`src/rtl/ps2_kbd_pkg.sv`:
```
`default_nettype none
// ---------------------------------------------------------------------------
// ps2_kbd_pkg : shared PS/2 scan-code constants, receiver states, translation
// Revision    : 1.0
// ---------------------------------------------------------------------------
package ps2_kbd_pkg;

    localparam logic [7:0] C_PFX_EXT   = 8'hE0;
    localparam logic [7:0] C_PFX_BRK   = 8'hF0;
    localparam logic [7:0] C_PFX_PAUSE = 8'hE1;

    localparam logic [7:0] C_SHIFT_L   = 8'h12;
    localparam logic [7:0] C_SHIFT_R   = 8'h59;
    localparam logic [7:0] C_CTRL      = 8'h14;
    localparam logic [7:0] C_ALT       = 8'h11;
    localparam logic [7:0] C_CAPS      = 8'h58;

    // Bytes following E1 that belong to the pause sequence
    localparam logic [2:0] C_PAUSE_SKIP = 3'd7;

    typedef enum logic [1:0] {
        RX_IDLE   = 2'd0,
        RX_DATA   = 2'd1,
        RX_PARITY = 2'd2,
        RX_STOP   = 2'd3
    } rx_state_e;

    typedef struct packed {
        logic       valid;
        logic [6:0] code;
    } xlate_t;

    function automatic xlate_t xlate(input logic ext, input logic [7:0] b);
        xlate_t r;
        r = '0;
        if (ext) begin
            case (b)
                8'h75:   r = {1'b1, 7'h60};
                8'h72:   r = {1'b1, 7'h62};
                8'h6B:   r = {1'b1, 7'h63};
                8'h74:   r = {1'b1, 7'h64};
                8'h71:   r = {1'b1, 7'h65};
                8'h6C:   r = {1'b1, 7'h67};
                8'h69:   r = {1'b1, 7'h68};
                8'h5A:   r = {1'b1, 7'h5A};
                8'h4A:   r = {1'b1, 7'h4A};
                default: r = '0;
            endcase
        end else if (b == 8'h83) begin
            r = {1'b1, 7'h02};
        end else if (b != 8'h00 && !b[7]) begin
            r = {1'b1, b[6:0]};
        end
        return r;
    endfunction

endpackage
`default_nettype wire

```
`src/rtl/ps2_rx.sv`:
```
`default_nettype none
// ---------------------------------------------------------------------------
// ps2_rx   : PS/2 line synchronizer, clock glitch filter and frame receiver
// Revision : 1.0
// ---------------------------------------------------------------------------
module ps2_rx
    import ps2_kbd_pkg::*;
#(
    parameter int FILTER_LEN = 8,
    parameter int TIMEOUT    = 50000
) (
    input  logic       clk,
    input  logic       reset,
    input  logic       ps2_clk,
    input  logic       ps2_data,
    output logic [7:0] byte_o,
    output logic       byte_valid_o,
    output logic       frame_error_o
);

    localparam int FW = $clog2(FILTER_LEN + 1);
    localparam int TW = $clog2(TIMEOUT + 1);

    logic [1:0]    clk_sync_q, dat_sync_q;
    logic [FW-1:0] filt_cnt_q;
    logic          filt_q, filt_prev_q;
    logic          w_fall;
    logic          w_dat;

    rx_state_e     state_q;
    logic [2:0]    bit_cnt_q;
    logic [7:0]    shift_q;
    logic          par_q;
    logic [TW-1:0] tmr_q;
    logic [7:0]    byte_q;
    logic          byte_valid_q, frame_error_q;

    assign w_dat  = dat_sync_q[1];
    assign w_fall = filt_prev_q & ~filt_q;

    always_ff @(posedge clk or posedge reset) begin
        if (reset) begin
            clk_sync_q  <= '0;
            dat_sync_q  <= '0;
            filt_cnt_q  <= '0;
            filt_q      <= 1'b0;
            filt_prev_q <= 1'b0;
        end else begin
            clk_sync_q  <= {clk_sync_q[0], ps2_clk};
            dat_sync_q  <= {dat_sync_q[0], ps2_data};
            filt_prev_q <= filt_q;
            // Filtered level flips only after FILTER_LEN consecutive differing samples
            if (clk_sync_q[1] == filt_q) begin
                filt_cnt_q <= '0;
            end else if (filt_cnt_q == FW'(FILTER_LEN - 1)) begin
                filt_q     <= clk_sync_q[1];
                filt_cnt_q <= '0;
            end else begin
                filt_cnt_q <= filt_cnt_q + 1'b1;
            end
        end
    end

    always_ff @(posedge clk or posedge reset) begin
        if (reset) begin
            state_q       <= RX_IDLE;
            bit_cnt_q     <= '0;
            shift_q       <= '0;
            par_q         <= 1'b0;
            tmr_q         <= '0;
            byte_q        <= '0;
            byte_valid_q  <= 1'b0;
            frame_error_q <= 1'b0;
        end else begin
            byte_valid_q  <= 1'b0;
            frame_error_q <= 1'b0;
            if (w_fall) begin
                tmr_q <= '0;
                case (state_q)
                    RX_IDLE: begin
                        if (!w_dat) begin
                            state_q   <= RX_DATA;
                            bit_cnt_q <= '0;
                        end
                    end
                    RX_DATA: begin
                        shift_q   <= {w_dat, shift_q[7:1]};
                        bit_cnt_q <= bit_cnt_q + 1'b1;
                        if (bit_cnt_q == 3'd7) state_q <= RX_PARITY;
                    end
                    RX_PARITY: begin
                        par_q   <= w_dat;
                        state_q <= RX_STOP;
                    end
                    RX_STOP: begin
                        state_q <= RX_IDLE;
                        if (w_dat && (^{shift_q, par_q})) begin
                            byte_q       <= shift_q;
                            byte_valid_q <= 1'b1;
                        end else begin
                            frame_error_q <= 1'b1;
                        end
                    end
                    default: state_q <= RX_IDLE;
                endcase
            end else if (state_q != RX_IDLE) begin
                if (tmr_q == TW'(TIMEOUT - 1)) begin
                    state_q       <= RX_IDLE;
                    frame_error_q <= 1'b1;
                    tmr_q         <= '0;
                end else begin
                    tmr_q <= tmr_q + 1'b1;
                end
            end else begin
                tmr_q <= '0;
            end
        end
    end

    assign byte_o        = byte_q;
    assign byte_valid_o  = byte_valid_q;
    assign frame_error_o = frame_error_q;

endmodule
`default_nettype wire

```
`src/rtl/ps2_keyboard_decoder.sv`:
```
`default_nettype none
// ---------------------------------------------------------------------------
// ps2_keyboard_decoder : PS/2 scan-code set 2 decoder with modifier tracking
// Revision             : 1.0
// ---------------------------------------------------------------------------
module ps2_keyboard_decoder
    import ps2_kbd_pkg::*;
#(
    parameter int FILTER_LEN = 8,
    parameter int TIMEOUT    = 50000
) (
    input  logic       clk,
    input  logic       reset,
    input  logic       ps2_clk,
    input  logic       ps2_data,
    output logic       keypress,
    output logic [6:0] keycode,
    output logic [3:0] shift_state,
    output logic       frame_error
);

    logic [7:0] w_rx_byte;
    logic       w_rx_valid;
    xlate_t     w_x;

    logic       ext_q, brk_q;
    logic [2:0] skip_q;
    logic       shift_l_q, shift_r_q, ctrl_l_q, ctrl_r_q, alt_l_q, alt_r_q;
    logic       caps_q, held_q;
    logic       keypress_q;
    logic [6:0] keycode_q;

    ps2_rx #(
        .FILTER_LEN (FILTER_LEN),
        .TIMEOUT    (TIMEOUT)
    ) u_rx (
        .clk           (clk),
        .reset         (reset),
        .ps2_clk       (ps2_clk),
        .ps2_data      (ps2_data),
        .byte_o        (w_rx_byte),
        .byte_valid_o  (w_rx_valid),
        .frame_error_o (frame_error)
    );

    assign w_x = xlate(ext_q, w_rx_byte);

    always_ff @(posedge clk or posedge reset) begin
        if (reset) begin
            ext_q      <= 1'b0;
            brk_q      <= 1'b0;
            skip_q     <= '0;
            shift_l_q  <= 1'b0;
            shift_r_q  <= 1'b0;
            ctrl_l_q   <= 1'b0;
            ctrl_r_q   <= 1'b0;
            alt_l_q    <= 1'b0;
            alt_r_q    <= 1'b0;
            caps_q     <= 1'b0;
            held_q     <= 1'b0;
            keypress_q <= 1'b0;
            keycode_q  <= '0;
        end else begin
            keypress_q <= 1'b0;
            if (w_rx_valid) begin
                if (skip_q != 3'd0) begin
                    skip_q <= skip_q - 1'b1;
                end else if (w_rx_byte == C_PFX_PAUSE) begin
                    skip_q <= C_PAUSE_SKIP;
                    ext_q  <= 1'b0;
                    brk_q  <= 1'b0;
                end else if (w_rx_byte == C_PFX_EXT) begin
                    ext_q <= 1'b1;
                end else if (w_rx_byte == C_PFX_BRK) begin
                    brk_q <= 1'b1;
                end else begin
                    ext_q <= 1'b0;
                    brk_q <= 1'b0;
                    if (!ext_q && w_rx_byte == C_SHIFT_L) begin
                        shift_l_q <= ~brk_q;
                    end else if (!ext_q && w_rx_byte == C_SHIFT_R) begin
                        shift_r_q <= ~brk_q;
                    end else if (w_rx_byte == C_CTRL) begin
                        if (ext_q) ctrl_r_q <= ~brk_q;
                        else       ctrl_l_q <= ~brk_q;
                    end else if (w_rx_byte == C_ALT) begin
                        if (ext_q) alt_r_q <= ~brk_q;
                        else       alt_l_q <= ~brk_q;
                    end else if (!ext_q && w_rx_byte == C_CAPS) begin
                        // Held flag keeps typematic repeats from re-toggling caps
                        if (brk_q) begin
                            held_q <= 1'b0;
                        end else if (!held_q) begin
                            caps_q <= ~caps_q;
                            held_q <= 1'b1;
                        end
                    end else if (!brk_q && w_x.valid) begin
                        keypress_q <= 1'b1;
                        keycode_q  <= w_x.code;
                    end
                end
            end
        end
    end

    assign keypress    = keypress_q;
    assign keycode     = keycode_q;
    assign shift_state = {caps_q, alt_l_q | alt_r_q, ctrl_l_q | ctrl_r_q, shift_l_q | shift_r_q};

endmodule
`default_nettype wire

```
`config.mk`:
```
export PLATFORM = sky130hd
export DESIGN_NAME = ps2_keyboard_decoder
export DESIGN_NICKNAME = d
export VERILOG_FILES = /design/src/rtl/ps2_kbd_pkg.sv /design/src/rtl/ps2_rx.sv /design/src/rtl/ps2_keyboard_decoder.sv
export SDC_FILE = /design/constraint.sdc
export NUM_CORES = 1
export LEC_CHECK = 0
export ABC_AREA = 1
export CAP_MARGIN = 20
export CORE_MARGIN = 2
export CORE_UTILIZATION = 40
export CTS_CLUSTER_SIZE = 16
export DETAILED_ROUTE_END_ITERATION = 7
export GPL_TIMING_DRIVEN = 1
export SLEW_MARGIN = 20
export SYNTH_ARGS = -nofsm -noshare
export SYNTH_HDL_FRONTEND = slang
export SYNTH_SLANG_ARGS = --single-unit
```
`constraint.sdc`:
```
create_clock -name clk -period 3.2 [get_ports clk]
set_clock_uncertainty 0.1 [all_clocks]
set_input_delay 0.48 -clock clk [delete_from_list [all_inputs] [get_ports clk]]
set_output_delay 0.48 -clock clk [all_outputs]
set_load 0.005 [all_outputs]
```
==> metrics <==
gr ovfl total 0; CTS root buf clkbuf_8; prevailing post-synth register cell dfrtp_1; final instance area 4432 µm²; Area growth, synth to finish 13.09%; Bufs and invs on worst path 1; drt drc 0; delay-heaviest family, CP buffers and inverters; largest net degree at the start of global routing 31; H-tree depth 3; vias in the first global route 2935; share of cells above drive strength 1 11.58%; # hold bufs at CTS 0; max-slew violation count 0; core area 9639 µm²; Fin Setup TNS 0 ps; Die X 103.0 µm; fillers 1015; final core occ 45.98%; Yosys cell types 39; Setup violations, final 0; Peak Freq 491.1 MHz; first-pass GRT wire length 13.05 mm; Vias 3134; Lkg Pwr 0.002170 µW; Post-synth ARST share 100.0%; Syn Nets 504; drt pass-1 iters 4; Peak VDD IR 234.1 µV; most frequent cells in the layout nand2_1, dfrtp_1, inv_1, nor2_1, nand3_1; WL/cell 11.43 µm; initial antenna violation count 0; CP endpoint kind output port; DP Area 4234 µm²; crit path cell chain or2_2 -> clkdlybuf4s50_1; Mapped Area 3919 µm²; CTS tree yes; number of synthesized register bits 71; minimum clock period 2036 ps; RSZ-0062 raised after global routing no; Post-CTS Setup Bufs 0; Fin. Hold Viols 0; EDFF count, synth 0; I/O Pins 17; Max-Cap Viols 0; Slew Limit Headroom 55.36%; post-synthesis area per instance 7.997 µm²; Via density 4.814; commonest non-fill, non-tap cell in the layout nand2_1; critical path's slowest cell clkdlybuf4s50_1; crit path DAT 1460 ps; Sink Count 71; clock latency on the worst-skew pair 340 ps; Worst Tran Pin Value 668.6 ps; clock slew at reported path FFs 80 ps; synth warn 0; post-cts resize count 0; Final nets 527; DP HPWL 5.653 mm; max incr delay on CP 450 ps; Antenna Nets Post-Route 0; Post-Route WL 7.442 mm; critical path class flip-flop to output port; Seq/Total Area, Yosys 45.34%; die area 10600 µm²; worst-path fanout max 2; antenna cells 0; Mapped Cells 490; Hold Path Class flip-flop to flip-flop; status completed; TritonCTS buffer count 9; # rows 36; Final Cycle Share 63.64%; number of DRC markers in iteration 0 133; CTS max path bufs 2; Worst Path Required 2620 ps; GPL Wtd Cong 0.9079; overall die height 103.0 µm; Critical Path Source Type flip-flop; Tot GR Track Use 15.55%; port bufs 16; initial core utilization 40.65%; PD cells 419.3 nW/µm²
[registers in the layout, indices dropped and copies added, names as in the netlist, 2 cells and up]
name,count
u_rx.bit_cnt_q,3
u_rx.clk_sync_q,2
u_rx.filt_cnt_q,4
skip_q,3
keycode,7
u_rx.state_q,2
u_rx.byte_o,8
u_rx.dat_sync_q,2
u_rx.shift_q,8
u_rx.tmr_q,16
[final timing paths]
kind,start,end,slack (ps),cells after the start
max,ctrl_r_q$_DFFE_PP0P_,shift_state[1],1160,2
min,u_rx.dat_sync_q[0]$_DFF_PP0_,u_rx.dat_sync_q[1]$_DFF_PP0_,260,0
max reg2reg,ext_q$_DFFE_PP0P_,keycode[2]$_DFFE_PP0P_,1310,9
min reg2reg,u_rx.dat_sync_q[0]$_DFF_PP0_,u_rx.dat_sync_q[1]$_DFF_PP0_,260,0
max in group asynchronous,reset,u_rx.byte_o[6]$_DFFE_PP0P_,1910,3
min in group asynchronous,reset,u_rx.byte_valid_o$_DFF_PP0_,460,2
[metrics by stage]
step,setup slack (ps),hold WS [ps],cells,total power (µW)
floorplan,823.4,231.2,490,1114
global placement,1306,231.8,635,1154
detailed placement,1313,238.9,635,1163
CTS,1129,257.7,651,1896
global route,1098,260.4,651,1963
finish,1164,255.3,651,1858
[where the power goes]
| group | switching (µW) | leakage [µW] | internal [µW] |
|---|---|---|---|
| Combinational | 120 | 0.00109 | 53.6 |
| Sequential | 30.1 | 0.000980 | 935 |
| Clock | 338 | 0.0000997 | 382 |
[cell usage after synthesis, types with 2 or more instances]
cell | instances | share of area (%)
nor2_1 | 44 | 4.2
nand2_4 | 2 | 0.57
buf_4 | 2 | 0.38
o21ai_1 | 4 | 0.51
nor3b_1 | 2 | 0.38
mux2_2 | 2 | 0.57
nand4_1 | 20 | 3.2
nand3_4 | 2 | 0.89
inv_1 | 63 | 6.0
nor3_1 | 12 | 1.5
a211oi_1 | 2 | 0.38
nand3_2 | 4 | 1.0
xor2_1 | 9 | 2.0
a21oi_1 | 12 | 1.5
nand2b_1 | 2 | 0.32
clkbuf_1 | 2 | 0.19
o21ai_2 | 2 | 0.45
inv_2 | 6 | 0.57
or2_2 | 2 | 0.32
nand2_2 | 9 | 1.4
ha_1 | 10 | 3.2
nor2_4 | 3 | 0.86
dfrtp_1 | 71 | 45
o21ai_0 | 23 | 2.9
nor2_2 | 6 | 0.96
nand3_1 | 27 | 3.4
xnor2_1 | 6 | 1.3
nand2_1 | 130 | 12
[metal layers]
layer	GRT usage, %	share of wire (%)	vias to the layer above	routed length, µm
li1	-	-	1607	-
met4	4.656	1.7	0	124
met5	0	0	-	0
met2	25.92	49	54	3643
met1	19.82	46	1458	3405
met3	4.203	3.6	15	269
[kinds of logic (layout without fill, tap and decap cells)]
| family | after synthesis | in the layout | share of synthesized area, % |
|---|---|---|---|
| fa+ha+maj | 10 | 10 | 3.193 |
| xor+xnor | 15 | 15 | 3.353 |
| simple gates | 271 | 271 | 33.56 |
| flops | 71 | 71 | 45.34 |
| compound gates | 46 | 46 | 6.386 |
| mux | 2 | 2 | 0.5747 |
| buf+inv | 75 | 103 | 7.599 |
[worst register-to-register path, stage by stage, from the launching register on]
cell	delay (ps)
dfrtp_1	550
inv_1	290
nand3_1	210
nand2_1	70
inv_1	100
nand2_4	70
nor2_8	140
nand3_4	130
nand2_1	80
nand2_1	50
[cell type report]
class                   count  area, µm²  area share [%]
repair buffers             18      187.7           4.235
multi-input cells         344       1844           41.61
inverters                  69      259.0           5.844
clock buffers              11      141.4           3.190
clock inverters             5      56.30           1.270
flip-flops and latches     71       1777           40.09
well taps                 133      166.4           3.755
Power figures use the tool's default switching activity.
